File: config.mk
export PLATFORM = sky130hd
export DESIGN_NAME = mux_scan_serializer
export DESIGN_NICKNAME = d
export VERILOG_FILES = /design/src/rtl/mux_scan_serializer.sv
export SDC_FILE = /design/constraint.sdc
export NUM_CORES = 1
export LEC_CHECK = 0
export CAP_MARGIN = 0
export CORE_MARGIN = 10
export CORE_UTILIZATION = 31
export DETAILED_ROUTE_END_ITERATION = 8
export PLACE_DENSITY_LB_ADDON = 0.25
export RECOVER_POWER = 100
export SYNTH_ARGS = -nofsm -noshare
export SYNTH_HDL_FRONTEND = slang
export SYNTH_SLANG_ARGS = --single-unit
File: constraint.sdc
create_clock -name clk_i -period 3.15 [get_ports clk_i]
set_input_delay 0.63 -clock clk_i [delete_from_list [all_inputs] [get_ports clk_i]]
set_output_delay 0.63 -clock clk_i [all_outputs]
set_load 0.005 [all_outputs]
File: src/rtl/mux_scan_serializer.sv
// Serializes an 8-bit word through an external 8-to-1 mux: the block drives the
// captured word and a scan index, and forwards the mux output as the serial bit.
module mux_scan_serializer #(
  parameter bit MSB_FIRST = 1'b0
) (
  input  logic                clk_i,
  input  logic                rst_i,
  input  logic [8-1:0]        data_i,
  input  logic                valid_i,
  output logic                ready_o,
  output logic [8-1:0]        a_o,
  output logic [3-1:0]        s_o,
  input  logic                y_i,
  output logic                bit_o,
  output logic                bit_valid_o,
  input  logic                bit_ready_i,
  output logic                last_o
);

  localparam int unsigned DW = 8;
  localparam int unsigned SW = 3;
  localparam logic [SW-1:0] S_FIRST = MSB_FIRST ? SW'(7) : SW'(0);
  localparam logic [SW-1:0] S_LAST  = MSB_FIRST ? SW'(0) : SW'(7);

  typedef enum logic {
    IDLE  = 1'b0,
    SHIFT = 1'b1
  } state_t;

  state_t          r_state;
  state_t          w_next;
  logic            r_live;
  logic [DW-1:0]   r_a;
  logic [SW-1:0]   r_s;
  logic            w_shift;
  logic            w_last;
  logic            w_ready;
  logic            w_accept;
  logic            w_xfer;

  // r_live keeps ready low until the first edge after reset is released
  assign w_shift  = (r_state == SHIFT);
  assign w_last   = w_shift && (r_s == S_LAST);
  assign w_ready  = r_live && (r_state == IDLE);
  assign w_accept = valid_i && w_ready;
  assign w_xfer   = w_shift && bit_ready_i;

  always_ff @(posedge clk_i or posedge rst_i) begin
    if (rst_i) begin
      r_state <= IDLE;
      r_live  <= 1'b0;
    end else begin
      r_state <= w_next;
      r_live  <= 1'b1;
    end
  end

  always_comb begin
    w_next = r_state;
    case (r_state)
      IDLE:    if (w_accept) w_next = SHIFT;
      SHIFT:   if (w_xfer && w_last) w_next = IDLE;
      default: w_next = IDLE;
    endcase
  end

  // Index parks on the final position once the last bit is taken; no wrap
  always_ff @(posedge clk_i or posedge rst_i) begin
    if (rst_i) begin
      r_a <= '0;
      r_s <= S_FIRST;
    end else if (w_accept) begin
      r_a <= data_i;
      r_s <= S_FIRST;
    end else if (w_xfer && !w_last) begin
      r_s <= MSB_FIRST ? (r_s - SW'(1)) : (r_s + SW'(1));
    end
  end

  assign ready_o     = w_ready;
  assign a_o         = r_a;
  assign s_o         = r_s;
  assign bit_valid_o = w_shift;
  assign last_o      = w_last;
  assign bit_o       = w_shift ? y_i : 1'b0;

endmodule
# == Word level (Yosys, flattened, before mapping) ==
# Cells that the tools add are included.
# word_totals
elab_cells,21
output_inout_bits,15
ff_bits,13
# classes
reduce_logical,8
n_eq_ne,1
n_bitwise,1
addsub,1
mux,6
# ops
op,n
logical AND 1 bit,6
two-way mux 3 bit,2
"adder 3 x 1 -> 3 bit, second input constant",1
"equality test 3 bit, second input constant",1
two-way mux 1 bit,3
case mux 1 bit (2 select lines),1
nonzero test 2 bit,1
logical NOT 1 bit,1
inverter 1 bit,1

# == Depth between registers and ports, before layout ==
# logic_depth
word_depth,6
depth_mapped,5

# == Worst setup path after synthesis ==
# Ideal clock, no wire load.
# synth_path
path_type,register to output
from,"register r_s[0], in the netlist s_o[0]"
to,output last_o
setup_slack_ns,1.547
arrival_ns,0.973
required_time_ns,2.520
path_buffers,0
path_stages_with_launch,4
cell_sequence,dfrtp_1 ha_1 ha_1 and2_2
# synth_between
elab_chain_len,2
# synth_lines
item,line_no,source
from (decl),34,logic [SW-1:0] r_s;
from (signal assigned),76,r_s <= MSB_FIRST ? (r_s - SW'(1)) : (r_s + SW'(1));
equality test 3 bit,43,assign w_last = w_shift && (r_s == S_LAST);
logical AND 1 bit,43,
to (decl),17,output logic last_o
# Every way passes these cells.

# == Worst setup path after layout ==
# Same ends and word-level chain as after synthesis.

==> key figures <==
Floorplan
  – Total Die Area: around 4100 sq um
  – Initial core utilization: 33.48%
  – Die Height: 63.65 um
  – Ports: 28
  – Die width: 63.65 um
  – Core ar.: 1764 sq um
  – Num rows: 15

Critical path
  – Worst setup path endpoint: last_o
  – Register-to-register setup slack: 1.57 ns
  – CP Buf/Inv Count: 1
  – Worst-path cell chain: ha_1, ha_1, and2_2, dlygate4sd3_1
  – Crit. Startpoint: s_o[0]
  – Stages on worst setup path: 4
  – Most numerous cell on the critical path: ha_1
  – R2R cell count: 5
  – Setup Crit Path Kind: register to output port
  – Crit end category: output port
  – Slowest CP cell: dlygate4sd3_1
  – Crit path max fanout: 3
  – Worst path arrival time: between 1.5 and 2 ns
  – FF-to-FF End: s_o[0]
  – CP peak stage delay: roughly 0.57 ns
  – Worst setup SP type: register
  – Critical path's top delay family: buffers and inverters
  – Critical path data required time: 2.52 ns
  – Reg-to-Reg Start: s_o[0]

Logic synthesis
  – Adder-Cell Fraction of Synth Area: under 10%
  – Synth Area in Compound Gates: a little under 5%
  – Synth Area in Simple Gates: 9.746%
  – Main combinational cell family by area after synthesis: multiplexers
  – Synthesized instance count: 37
  – Synth warn: 0
  – Flops & latches, synth: 13
  – Post-synthesis sequential area ratio: 55.08%
  – Post-synth cell types: 14
  – Syn nets: 52
  – Syn Area/Cell: ~16 sq um
  – XOR/XNOR Fraction of Synth Area: 0%
  – Mux cell area share after synthesis: between 20% and 30%
  – Synth Cell Area: 590.6 sq um

Pwr
  – Power density of the placed cells: 779.2 nW/um^2
  – VDD IR-drop max: 0.3672 mV
  – Pwr Total: 0.6746 mW
  – LEAKAGE: approximately 0.40 nW

Routing
  – Avg WL per Cell: 12.97 um
  – Router iterations before antenna repair: 2
  – Final Routed Wirelength: 1193 um
  – Antenna-violating nets left: 0
  – DRT iter0 DRCs: 3
  – Routed vias/inst: 4.239
  – # DRC: 0
  – DR vias: 390

Clock network
  – Total clock buffers created by CTS: 3
  – Max Root-Sink Buffers: 2
  – Worst-path clk slew: 0.07 ns
  – CTS Sinks: 13
  – Post-CTS Resized: 0
  – Clock latency on the worst-skew pair: 0.27 ns
  – CTS tree: built
  – H-tree Lvls: 1
  – Root Buffer: clkbuf_4
  – Postcts setup bufs: 0
  – Hold-fix buffers, CTS: 0

Timing
  – Minimum clock period: 2.450 ns
  – Setup TNS: 0 ns
  – Final setup viols: 0
  – Fin crit share: 77.79%
  – Pins Over Slew Limit: 0
  – Fin. Hold Viols: 0
  – Worst Clk Skew: 0.001662 ns
  – Peak Freq: 408.1 MHz
  – RSZ-0062 raised after global routing: no

Run
  – Max cap viols: 0

Placed design
  – Port buffer count: 27
  – Routability cong.: 0.6919
  – Dpl cells: 88
  – Placed Area: 880.8 sq um

Cells and area
  – Most frequent cells in the layout: dlygate4sd3_1 (17), dfrtp_1 (13), clkdlybuf4s50_1 (10)
  – Number of inserted diodes: 0
  – Final Instance Area: 865.8 sq um
  – P&R area growth vs syn: 46.61%
  – Most common cell after layout, fill and taps aside: dlygate4sd3_1
  – Fillers: around 180
  – Ratio of cells with drive above 1 in the final layout: 14.93%
  – Final std cells w/o fill: 92
  – Nets: 83

Min path
  – Min-delay src: a_o[3]
  – Hold WC Path Type: register to register

Status
  – Outcome: finished clean

Global routing
  – Largest net degree at the start of global routing: 14
  – Aggregate global-route resource usage: 6.607%
  – GRT overflow: 0
  – First-pass GRT wire length: 2070 um
  – Initial antenna violation count: 0
  – Vias in the first global route: slightly above 400
flip-flops by register name, indices dropped and copies added (netlist names):
signal       count
a_o              8
s_o              3
bit_valid_o      1
r_live           1
cell usage after synthesis, drive strengths merged:
library cell,instances,area (sq um)
dfrtp,13,325.3
mux2,9,135.1
a22o,2,20.02
and2,2,15.01
and3b,2,18.77
ha,2,25.02
a21o,1,8.760
and2b,1,8.760
buf,1,11.26
conb,1,3.750
inv,1,3.750
nand2,1,3.750
nor2,1,11.26
routing by layer:
layer	GRT usage, %	part of all wire (%)
met1	7.100	41
met5	0	0
met4	2.459	0.67
met2	9.925	49
met3	4.594	9.1
power by group:
part	internal, mW	leakage (nW)	switching, mW
logic	0.197	0.225	0.0939
registers	0.244	0.155	0.0419
clock network	0.0490	0.0150	0.0491
total	0.490	0.395	0.185
how the worst min path moves through the flow:
stage               slack [ns]  depth (start not counted)     end
floorplan                 0.51                          1  a_o[0]
global placement          0.49                          1  a_o[7]
detailed placement        0.49                          1  a_o[3]
CTS                       0.51                          1  a_o[7]
global route              0.50                          1  a_o[6]
finish                    0.48                          1  a_o[3]
area by class of cell:
type,instances,area [sq um],share of cell area (%)
Clock buffer,4,26.28,3.035
Inverter,1,3.754,0.4335
Multi-Input combinational cell,22,209.0,24.13
Sequential cell,13,325.3,37.57
Tap cell,25,31.28,3.613
Timing Repair Buffer,27,270.3,31.21
through the flow:
stage	hold slack [ns]	utilization, %	worst slack [ns]
final	0.4822	49.08	0.6996
after global routing	0.5034	49.08	0.6012
after CTS	0.5144	51.42	0.7836
after detailed placement	0.4939	49.93	0.8155
after global placement	0.4909	49.93	0.8222
after floorplan	0.5066	-	1.547
cells by family after synthesis:
group           Yosys count
flops                    13
mux                       9
simple gates              7
compound gates            3
buf+inv                   2
fa+ha+maj                 2
other cells               1
Note: power is estimated with default switching activity, not from simulation.
